<file path="src/rtl/dvp_tx_pkg.sv">
// Shared types and sizing helpers for the DVP byte-parallel video transmitter.
package dvp_tx_pkg;

  typedef enum logic [2:0] {
    ST_IDLE,
    ST_VSYNC,
    ST_VBP,
    ST_ACTIVE,
    ST_VFP
  } dvp_state_e;

  function automatic int line_tot(input int h_active, input int h_blank);
    return 2 * h_active + h_blank;
  endfunction

  function automatic int cnt_w(input int max_val);
    return (max_val < 1) ? 1 : $clog2(max_val + 1);
  endfunction

  function automatic int max4(input int a, input int b, input int c, input int d);
    int m;
    m = a;
    if (b > m) m = b;
    if (c > m) m = c;
    if (d > m) m = d;
    return m;
  endfunction

endpackage

</file>
<file path="src/rtl/dvp_timing_gen.sv">
// Line/frame timing for the DVP transmitter: h/v counters, frame state and
// look-ahead (next-cycle) values so the top can register its outputs aligned.
module dvp_timing_gen
  import dvp_tx_pkg::*;
#(
  parameter int H_ACTIVE  = 640,
  parameter int H_BLANK   = 144,
  parameter int V_ACTIVE  = 480,
  parameter int VS_LINES  = 3,
  parameter int VBP_LINES = 17,
  parameter int VFP_LINES = 10,
  localparam int LINE_TOT = line_tot(H_ACTIVE, H_BLANK),
  localparam int H_W      = cnt_w(LINE_TOT)
) (
  input  logic             clk,
  input  logic             rst,
  input  logic             enable,
  output dvp_state_e       state_q,
  output dvp_state_e       state_d,
  output logic [H_W-1:0]   h_d,
  output logic             frame_last_d
);

  localparam int V_W = cnt_w(max4(VS_LINES, VBP_LINES, V_ACTIVE, VFP_LINES));
  localparam logic [H_W-1:0] H_LAST = H_W'(LINE_TOT - 1);
  localparam dvp_state_e LAST_ST = (VFP_LINES > 0) ? ST_VFP : ST_ACTIVE;

  logic [H_W-1:0] h_q;
  logic [V_W-1:0] v_q, v_d;
  logic           eol, eop;

  function automatic int lines_of(input dvp_state_e s);
    case (s)
      ST_VSYNC:  return VS_LINES;
      ST_VBP:    return VBP_LINES;
      ST_ACTIVE: return V_ACTIVE;
      ST_VFP:    return VFP_LINES;
      default:   return 0;
    endcase
  endfunction

  // Zero-length periods are skipped so they cost no cycles.
  function automatic dvp_state_e first_state();
    if (VS_LINES > 0) return ST_VSYNC;
    if (VBP_LINES > 0) return ST_VBP;
    return ST_ACTIVE;
  endfunction

  function automatic dvp_state_e next_period(input dvp_state_e s, input logic en);
    case (s)
      ST_VSYNC:  return (VBP_LINES > 0) ? ST_VBP : ST_ACTIVE;
      ST_VBP:    return ST_ACTIVE;
      ST_ACTIVE: return (VFP_LINES > 0) ? ST_VFP : (en ? first_state() : ST_IDLE);
      default:   return en ? first_state() : ST_IDLE;
    endcase
  endfunction

  assign eol = (h_q == H_LAST);
  assign eop = eol && (int'(v_q) == lines_of(state_q) - 1);

  always_comb begin
    state_d = state_q;
    h_d     = h_q;
    v_d     = v_q;
    if (state_q == ST_IDLE) begin
      h_d = '0;
      v_d = '0;
      if (enable) state_d = first_state();
    end else if (eol) begin
      h_d = '0;
      if (eop) begin
        v_d     = '0;
        state_d = next_period(state_q, enable);
      end else begin
        v_d = v_q + V_W'(1);
      end
    end else begin
      h_d = h_q + H_W'(1);
    end
  end

  assign frame_last_d = (state_d == LAST_ST) && (h_d == H_LAST) &&
                        (int'(v_d) == lines_of(LAST_ST) - 1);

  always_ff @(posedge clk) begin
    if (rst) begin
      state_q <= ST_IDLE;
      h_q     <= '0;
      v_q     <= '0;
    end else begin
      state_q <= state_d;
      h_q     <= h_d;
      v_q     <= v_d;
    end
  end

endmodule

</file>
<file path="src/rtl/dvp_tx.sv">
// DVP (OV-sensor style) transmitter: RGB565 stream in, vsync/href/8-bit bytes out,
// high byte first. Holds the byte mux, low-byte latch and sticky underflow flag.
module dvp_tx
  import dvp_tx_pkg::*;
#(
  parameter int H_ACTIVE  = 640,
  parameter int H_BLANK   = 144,
  parameter int V_ACTIVE  = 480,
  parameter int VS_LINES  = 3,
  parameter int VBP_LINES = 17,
  parameter int VFP_LINES = 10,
  parameter bit VS_POL    = 1'b1
) (
  input  logic        clk,
  input  logic        rst,
  input  logic        enable,
  input  logic [15:0] pix_data,
  input  logic        pix_valid,
  output logic        pix_ready,
  output logic        dvp_vsync,
  output logic        dvp_href,
  output logic [7:0]  dvp_db,
  output logic        frame_done,
  output logic        underflow
);

  localparam int LINE_TOT = line_tot(H_ACTIVE, H_BLANK);
  localparam int H_W      = cnt_w(LINE_TOT);
  localparam logic [H_W-1:0] H_ACT_BYTES = H_W'(2 * H_ACTIVE);

  dvp_state_e     state_q, state_d;
  logic [H_W-1:0] h_d;
  logic           frame_last_d;

  logic       vsync_d, vsync_q;
  logic       href_d, href_q;
  logic [7:0] db_d, db_q;
  logic [7:0] lo_d, lo_q;
  logic       uf_d, uf_q;
  logic       fd_q;

  dvp_timing_gen #(
    .H_ACTIVE (H_ACTIVE),
    .H_BLANK  (H_BLANK),
    .V_ACTIVE (V_ACTIVE),
    .VS_LINES (VS_LINES),
    .VBP_LINES(VBP_LINES),
    .VFP_LINES(VFP_LINES)
  ) u_timing (
    .clk         (clk),
    .rst         (rst),
    .enable      (enable),
    .state_q     (state_q),
    .state_d     (state_d),
    .h_d         (h_d),
    .frame_last_d(frame_last_d)
  );

  // Outputs are registered from the next-cycle timing, so a pixel accepted
  // now appears as the high byte on the following cycle.
  assign pix_ready = ~rst & href_d & ~h_d[0];

  always_comb begin
    vsync_d = (state_d == ST_VSYNC) ? VS_POL : ~VS_POL;
    href_d  = (state_d == ST_ACTIVE) && (h_d < H_ACT_BYTES);
    db_d    = '0;
    lo_d    = lo_q;
    uf_d    = uf_q;
    if ((state_q == ST_IDLE) && (state_d != ST_IDLE)) uf_d = 1'b0;
    if (pix_ready) begin
      db_d = pix_valid ? pix_data[15:8] : 8'h00;
      lo_d = pix_valid ? pix_data[7:0]  : 8'h00;
      if (!pix_valid) uf_d = 1'b1;
    end else if (href_d) begin
      db_d = lo_q;
    end
  end

  always_ff @(posedge clk) begin
    if (rst) begin
      vsync_q <= ~VS_POL;
      href_q  <= 1'b0;
      db_q    <= '0;
      fd_q    <= 1'b0;
      uf_q    <= 1'b0;
    end else begin
      vsync_q <= vsync_d;
      href_q  <= href_d;
      db_q    <= db_d;
      fd_q    <= frame_last_d;
      uf_q    <= uf_d;
    end
  end

  always_ff @(posedge clk) begin
    lo_q <= lo_d;
  end

  assign dvp_vsync  = vsync_q;
  assign dvp_href   = href_q;
  assign dvp_db     = db_q;
  assign frame_done = fd_q;
  assign underflow  = uf_q;

endmodule
</file>
<file path="config.mk">
export PLATFORM = sky130hd
export DESIGN_NAME = dvp_tx
export DESIGN_NICKNAME = d
export VERILOG_FILES = /design/src/rtl/dvp_tx_pkg.sv /design/src/rtl/dvp_timing_gen.sv /design/src/rtl/dvp_tx.sv
export SDC_FILE = /design/constraint.sdc
export NUM_CORES = 1
export LEC_CHECK = 0
export BUFFER_PORTS_ARGS = -buffer_cell sky130_fd_sc_hd__buf_2
export CORE_MARGIN = 8
export CORE_UTILIZATION = 58
export CTS_CLUSTER_DIAMETER = 40
export DETAILED_ROUTE_END_ITERATION = 7
export HOLD_SLACK_MARGIN = 0.08
export PLACE_DENSITY_LB_ADDON = 0.2
export SLEW_MARGIN = 40
export SYNTH_ARGS = -nofsm -noshare
export SYNTH_HDL_FRONTEND = slang
export SYNTH_SLANG_ARGS = --single-unit
</file>
<file path="constraint.sdc">
create_clock -name clk -period 3.6 [get_ports clk]
set_input_delay 0.54 -clock clk [delete_from_list [all_inputs] [get_ports clk]]
set_output_delay 0.54 -clock clk [all_outputs]
set_load 0.02 [all_outputs]
</file>
Word-level counts from Yosys, hierarchy flattened --
Cells that the tools add are included.
Storage, ports and cells: output and inout bits 13, bits of input ports 20, register bits 43
Operators by class: equality and inequality tests 11, reduce and logical (&&, ||, !) cells 7, add/sub/neg operators 3, mux-type cells 19, magnitude comparators 1, bitwise gates (word level) 4
Operators with widths (number):
- one-hot mux 9 bit (4 select lines) | 1
- == test 10 x 32 -> 1 bit | 1
- two-way mux 9 bit | 3
- two-way mux 8 bit | 3
- == test 11 bit, second input constant | 2
- two-way mux 11 bit | 2
- two-way mux 3 bit | 4
- adder 11 x 1 -> 11 bit, second input constant | 1
- < comparator 11 bit, second input constant | 1
- subtractor 9 x 1 -> 10 bit, second input constant | 1
- adder 9 x 1 -> 9 bit, second input constant | 1
- == test 3 x 2 -> 1 bit, second input constant | 3
- == test 9 x 5 -> 1 bit, second input constant | 1
- one-hot mux 3 bit (3 select lines) | 1
- == test 3 x 1 -> 1 bit, second input constant | 2
- == test 3 bit, second input constant | 2
- logical AND 1 bit | 5
- two-way mux 1 bit | 5
- logical NOT 3 bit | 1
- nonzero test 3 bit | 1
- bitwise AND 1 bit | 2
- NOT 1 bit | 2

Logic depth before layout (Yosys ltp) --
depth in word-level cells 13, gate-level depth with buffers 12, gate-level depth less buffers 10

Cells and area by module --
Synthesis repeated with hierarchy kept, for this count alone.
Second synthesis, totals: cells, all modules 270, area total of the unflattened synthesis 2446.1 um2
Modules (own cells, without submodules):
- dvp_timing_gen | cells an instance 209, instances 1, seq. area each 460.4 um2, area each 1695.4 um2
- dvp_tx | cells an instance 61, instances 1, seq. area each 480.5 um2, area each 750.7 um2

Worst setup path after synthesis --
Ideal clock, no wire load.
kind reg-to-output, start reg u_timing.state_q[0], end out pix_ready, stages on the path, launching flop included 12, path buffers 2, arrival 3000 ps, path slack 60 ps, cell sequence dfxtp_1 buf_6 xor2_1 nand2_1 ha_1 mux2_2 a22oi_1 mux2_2 a31oi_1 o21ai_1 buf_2 nor2_1
On the way: word-level cells in the longest chain between the ends 12, elaborated cells on any way between the ends 21, classes of those cells add/sub: 1; order compare: 1; eq/ne: 6; mux: 7; bitwise: 3; reduce/logical: 3
Ends and longest elaborated chain:
- start, declared | line dvp_timing_gen.sv:18 | output dvp_state_e state_q,
- start signal, assigned | line dvp_timing_gen.sv:91 | state_q <= state_d;
- == test 3 bit, or another cell as far along | line dvp_timing_gen.sv:33 | case (s)
- one-hot mux 9 bit (4 select lines) | line dvp_timing_gen.sv:33
- subtractor 9 x 1 -> 10 bit | line dvp_timing_gen.sv:59 | assign eop = eol && (int'(v_q) == lines_of(state_q) - 1);
- == test 10 x 32 -> 1 bit | line dvp_timing_gen.sv:59
- logical AND 1 bit | line dvp_timing_gen.sv:59
- two-way mux 3 bit | line dvp_timing_gen.sv:71 | if (eop) begin
- two-way mux 3 bit | line dvp_timing_gen.sv:69 | end else if (eol) begin
- two-way mux 3 bit | line dvp_timing_gen.sv:65 | if (state_q == ST_IDLE) begin
- == test 3 x 2 -> 1 bit | line dvp_tx.sv:65 | href_d = (state_d == ST_ACTIVE) && (h_d < H_ACT_BYTES);
- logical AND 1 bit | line dvp_tx.sv:65
- bitwise AND 1 bit | line dvp_tx.sv:61 | assign pix_ready = ~rst & href_d & ~h_d[0];
- bitwise AND 1 bit * | line dvp_tx.sv:61
- end, declared | line dvp_tx.sv:19 | output logic pix_ready,
Mark *: on every way between the ends. The rest lies on a longest branch, timed or not.

Worst setup path in the final report --
start reg u_timing.state_q[1], end out pix_ready
Same word-level chain as after synthesis.

==> results.tsv <==
metric	value	unit
DRC	0	
crit-path max FO	11	
worst hold slack	0.473	ns
YS warnings	0	
worst reg-to-reg setup slack	0.75	ns
most used cell, CP	mux2_2	
max-slew violations	0	
outcome	finished clean	
Final Hold Viols	0	
Max IR drop VDD	0.227	mV
hold path depth	2	
r2r startpoint	u_timing.state_q[1]	
GRT Total Usage	0.170	
# H-tree levels	2	
Worst EP arrival	2.86	ns
ANT cells	0	
Worst setup SP type	flop	
I/O Buffers	32	
critical path class	reg -> out	
Crit-path slowest cell	dfxtp_4	
max_cap viols	0	
Starting Density	0.589	
placed cells	356	
FFs w/ async S/R, synth	0	
Synth cell types	58	
syn nets	310	
Die H	82.1	µm
First DRT Iteration DRCs	179	
DR pass1 iterations	4	
Req. time, crit path	3.06	ns
Final min period	3.40	ns
Die W	82.1	µm
r2r worst-path depth	10	
cell area after layout	2810	µm²
TritonCTS Sinks	43	
initial antenna violation count	0	
Synth area leaders	dfxtp_1 (28%), edfxtp_1 (9.5%), xnor2_1 (5.9%)	
DR WL/cell	15.3	µm
Root Driver	clkbuf_8	
row cnt	24	
worst skew pair latency	0.30	ns
CTS clk-pin slew, worst paths	0.08	ns
CTS tree	yes	
Setup Buffers After CTS	0	
sequential share of the synthesized area	0.372	
largest net degree at the start of global routing	15	
Avg Cell Area, Syn	8.85	µm²
RSZ-0062 raised after global routing	false	
Placer Congestion	0.898	
DP Area	2640	µm²
fraction of layout instances using a drive strength above 1	0.224	
Inserted Clock Buffers	5	
DRT antenna net count	0	
vias in the first global route	1929	
Leak	1.02	nW
final wirelength	5580	µm
Core Box Area	4290	µm²
Crit. End Element	output pin	
Finished Layout Cells	364	
hold_buf cts	0	
FMAX	0.294	GHz
Post-Syn Instances	286	
area grow syn2layout	11.0	%
TNS Setup	0	ns
# fillers	375	
Synth top area share	0.277	
Synth area leader	dfxtp_1	
Final setup viols	0	
via count	2117	
fin crit share	0.944	
post-synthesis register bit count	43	
R2R Path End	lo_q[6]	
EDFF count, synth	8	
I/O pin total	33	
clk buf depth	2	
die area	6730	µm²
slowest stage delay, CP	0.42	ns
Vias/cell	5.82	
global route overflow	0	
worst hold start	underflow	
Cell Area, Synth	2530	µm²
Hold Path Class	reg -> reg	
Synth Flop Type	dfxtp_1	
Worst Max-Slew Pin Slew	0.691	ns
crit path cell chain	xor2_1 > nand2_1 > ha_1 > mux2_2 > a22oi_2 > mux2_2 > a31oi_2 > o21ai_1 > nor2_2 > buf_2	
Pwr Density	370	nW/µm²
Clock Skew	0.00767	ns
post-DP HPWL	3970	µm
Rel. slew slack	0.537	
first-pass GRT wire length	9000	µm
Hold Path Sink	underflow	
Net count, final	335	
## registers in the layout, summed over array words and instances, names as in the netlist
signal	flops
dvp_db	8
u_timing.v_q	9
underflow	1
u_timing.state_q	3
u_timing.h_q	11
dvp_vsync	1
dvp_href	1
frame_done	1
lo_q	8
## placed cells by master (no fill, tap or decap), types with 4 or more instances in the layout
cell type and instances:
nor4_1 5, nor2_1 25, clkbuf_8 5, ha_1 4
buf_4 5, a21oi_1 17, nand2_1 27, nand3_1 21
nand4_1 5, nor3_1 5, and2_1 10, and3_1 4
dfxtp_1 32, xor2_1 13, xnor2_1 16, edfxtp_1 8
buf_2 32, inv_1 7, or3_1 8
## critical path, delay by kind of cell (launching register included)
kind	cells	cell delay (ns)
xor+xnor	1	0.19
fa+ha+maj	1	0.26
flops	1	0.42
compound gates	3	0.60
buf+inv	1	0.18
mux	2	0.69
simple gates	2	0.22
## Yosys cell counts (5+ instances only)
| master | n |
|---|---|
| a21oi_1 | 17 |
| xor2_1 | 13 |
| xnor2_1 | 17 |
| dfxtp_1 | 35 |
| nand4_1 | 5 |
| nand3_1 | 21 |
| and2_1 | 10 |
| or3_1 | 8 |
| nor2_1 | 26 |
| inv_1 | 7 |
| clkbuf_1 | 5 |
| edfxtp_1 | 8 |
| buf_6 | 5 |
| nor4_1 | 6 |
| nor3_1 | 6 |
| nand2_1 | 27 |
## cell families after synthesis
group / share of synthesized area
fa+ha+maj: 0.0198
xor+xnor: 0.104
compound gates: 0.106
mux: 0.0208
simple gates: 0.304
flops: 0.372
buf+inv: 0.0741
## worst max-delay path by stage
stage / startpoint / end / cells after the start
after floorplan: u_timing.state_q[0] / pix_ready / 11
after global placement: u_timing.state_q[2] / pix_ready / 10
after detailed placement: u_timing.state_q[2] / pix_ready / 10
after CTS: u_timing.state_q[2] / pix_ready / 10
after global routing: u_timing.state_q[1] / pix_ready / 11
final: u_timing.state_q[1] / pix_ready / 10
## report_power, final
group | total, W | switching, W | internal (W) | leakage (nW)
Sequential | 0.000494 | 0.00000313 | 0.000491 | 0.357
Combinational | 0.0000971 | 0.0000565 | 0.0000406 | 0.601
Clock | 0.000449 | 0.000173 | 0.000277 | 0.0644
## layer usage
metal | vias to the layer above | track usage | routed length (µm) | part of all wire
li1 | 1058 | - | - | -
met1 | 985 | 0.213 | 2410 | 0.43
met2 | 66 | 0.282 | 2640 | 0.47
met3 | 8 | 0.0295 | 427 | 0.077
met4 | 0 | 0.0737 | 97 | 0.017
met5 | - | 0 | 0 | 0
## timing repair
| action | 4_1_cts | 5_1_grt |
|---|---|---|
| gates resized for setup | 3 | 7 |
| pin swaps | 0 | 0 |
| endpoints found under the setup margin | 1 | 1 |
## layout make-up
type                    count  area (µm²)  share of cell area
clock buffers               5        68.8              0.0245
well taps                  52        65.1              0.0232
multi-input cells         217        1440               0.511
flip-flops and latches     43         950               0.338
clock inverters             3        67.6              0.0240
repair buffers             37         198              0.0703
inverters                   7        26.3             0.00935
## per-stage QoR
stage	utilization	power, W	setup slack, ns
detailed placement	0.614	0.000598	0.142
CTS	0.648	0.00104	0.0467
global route	0.654	0.00107	0.00799
global placement	0.613	0.000595	0.307
floorplan	-	0.000572	0.0596
finish	0.654	0.00104	0.201
(Power assumes the default switching activity.)
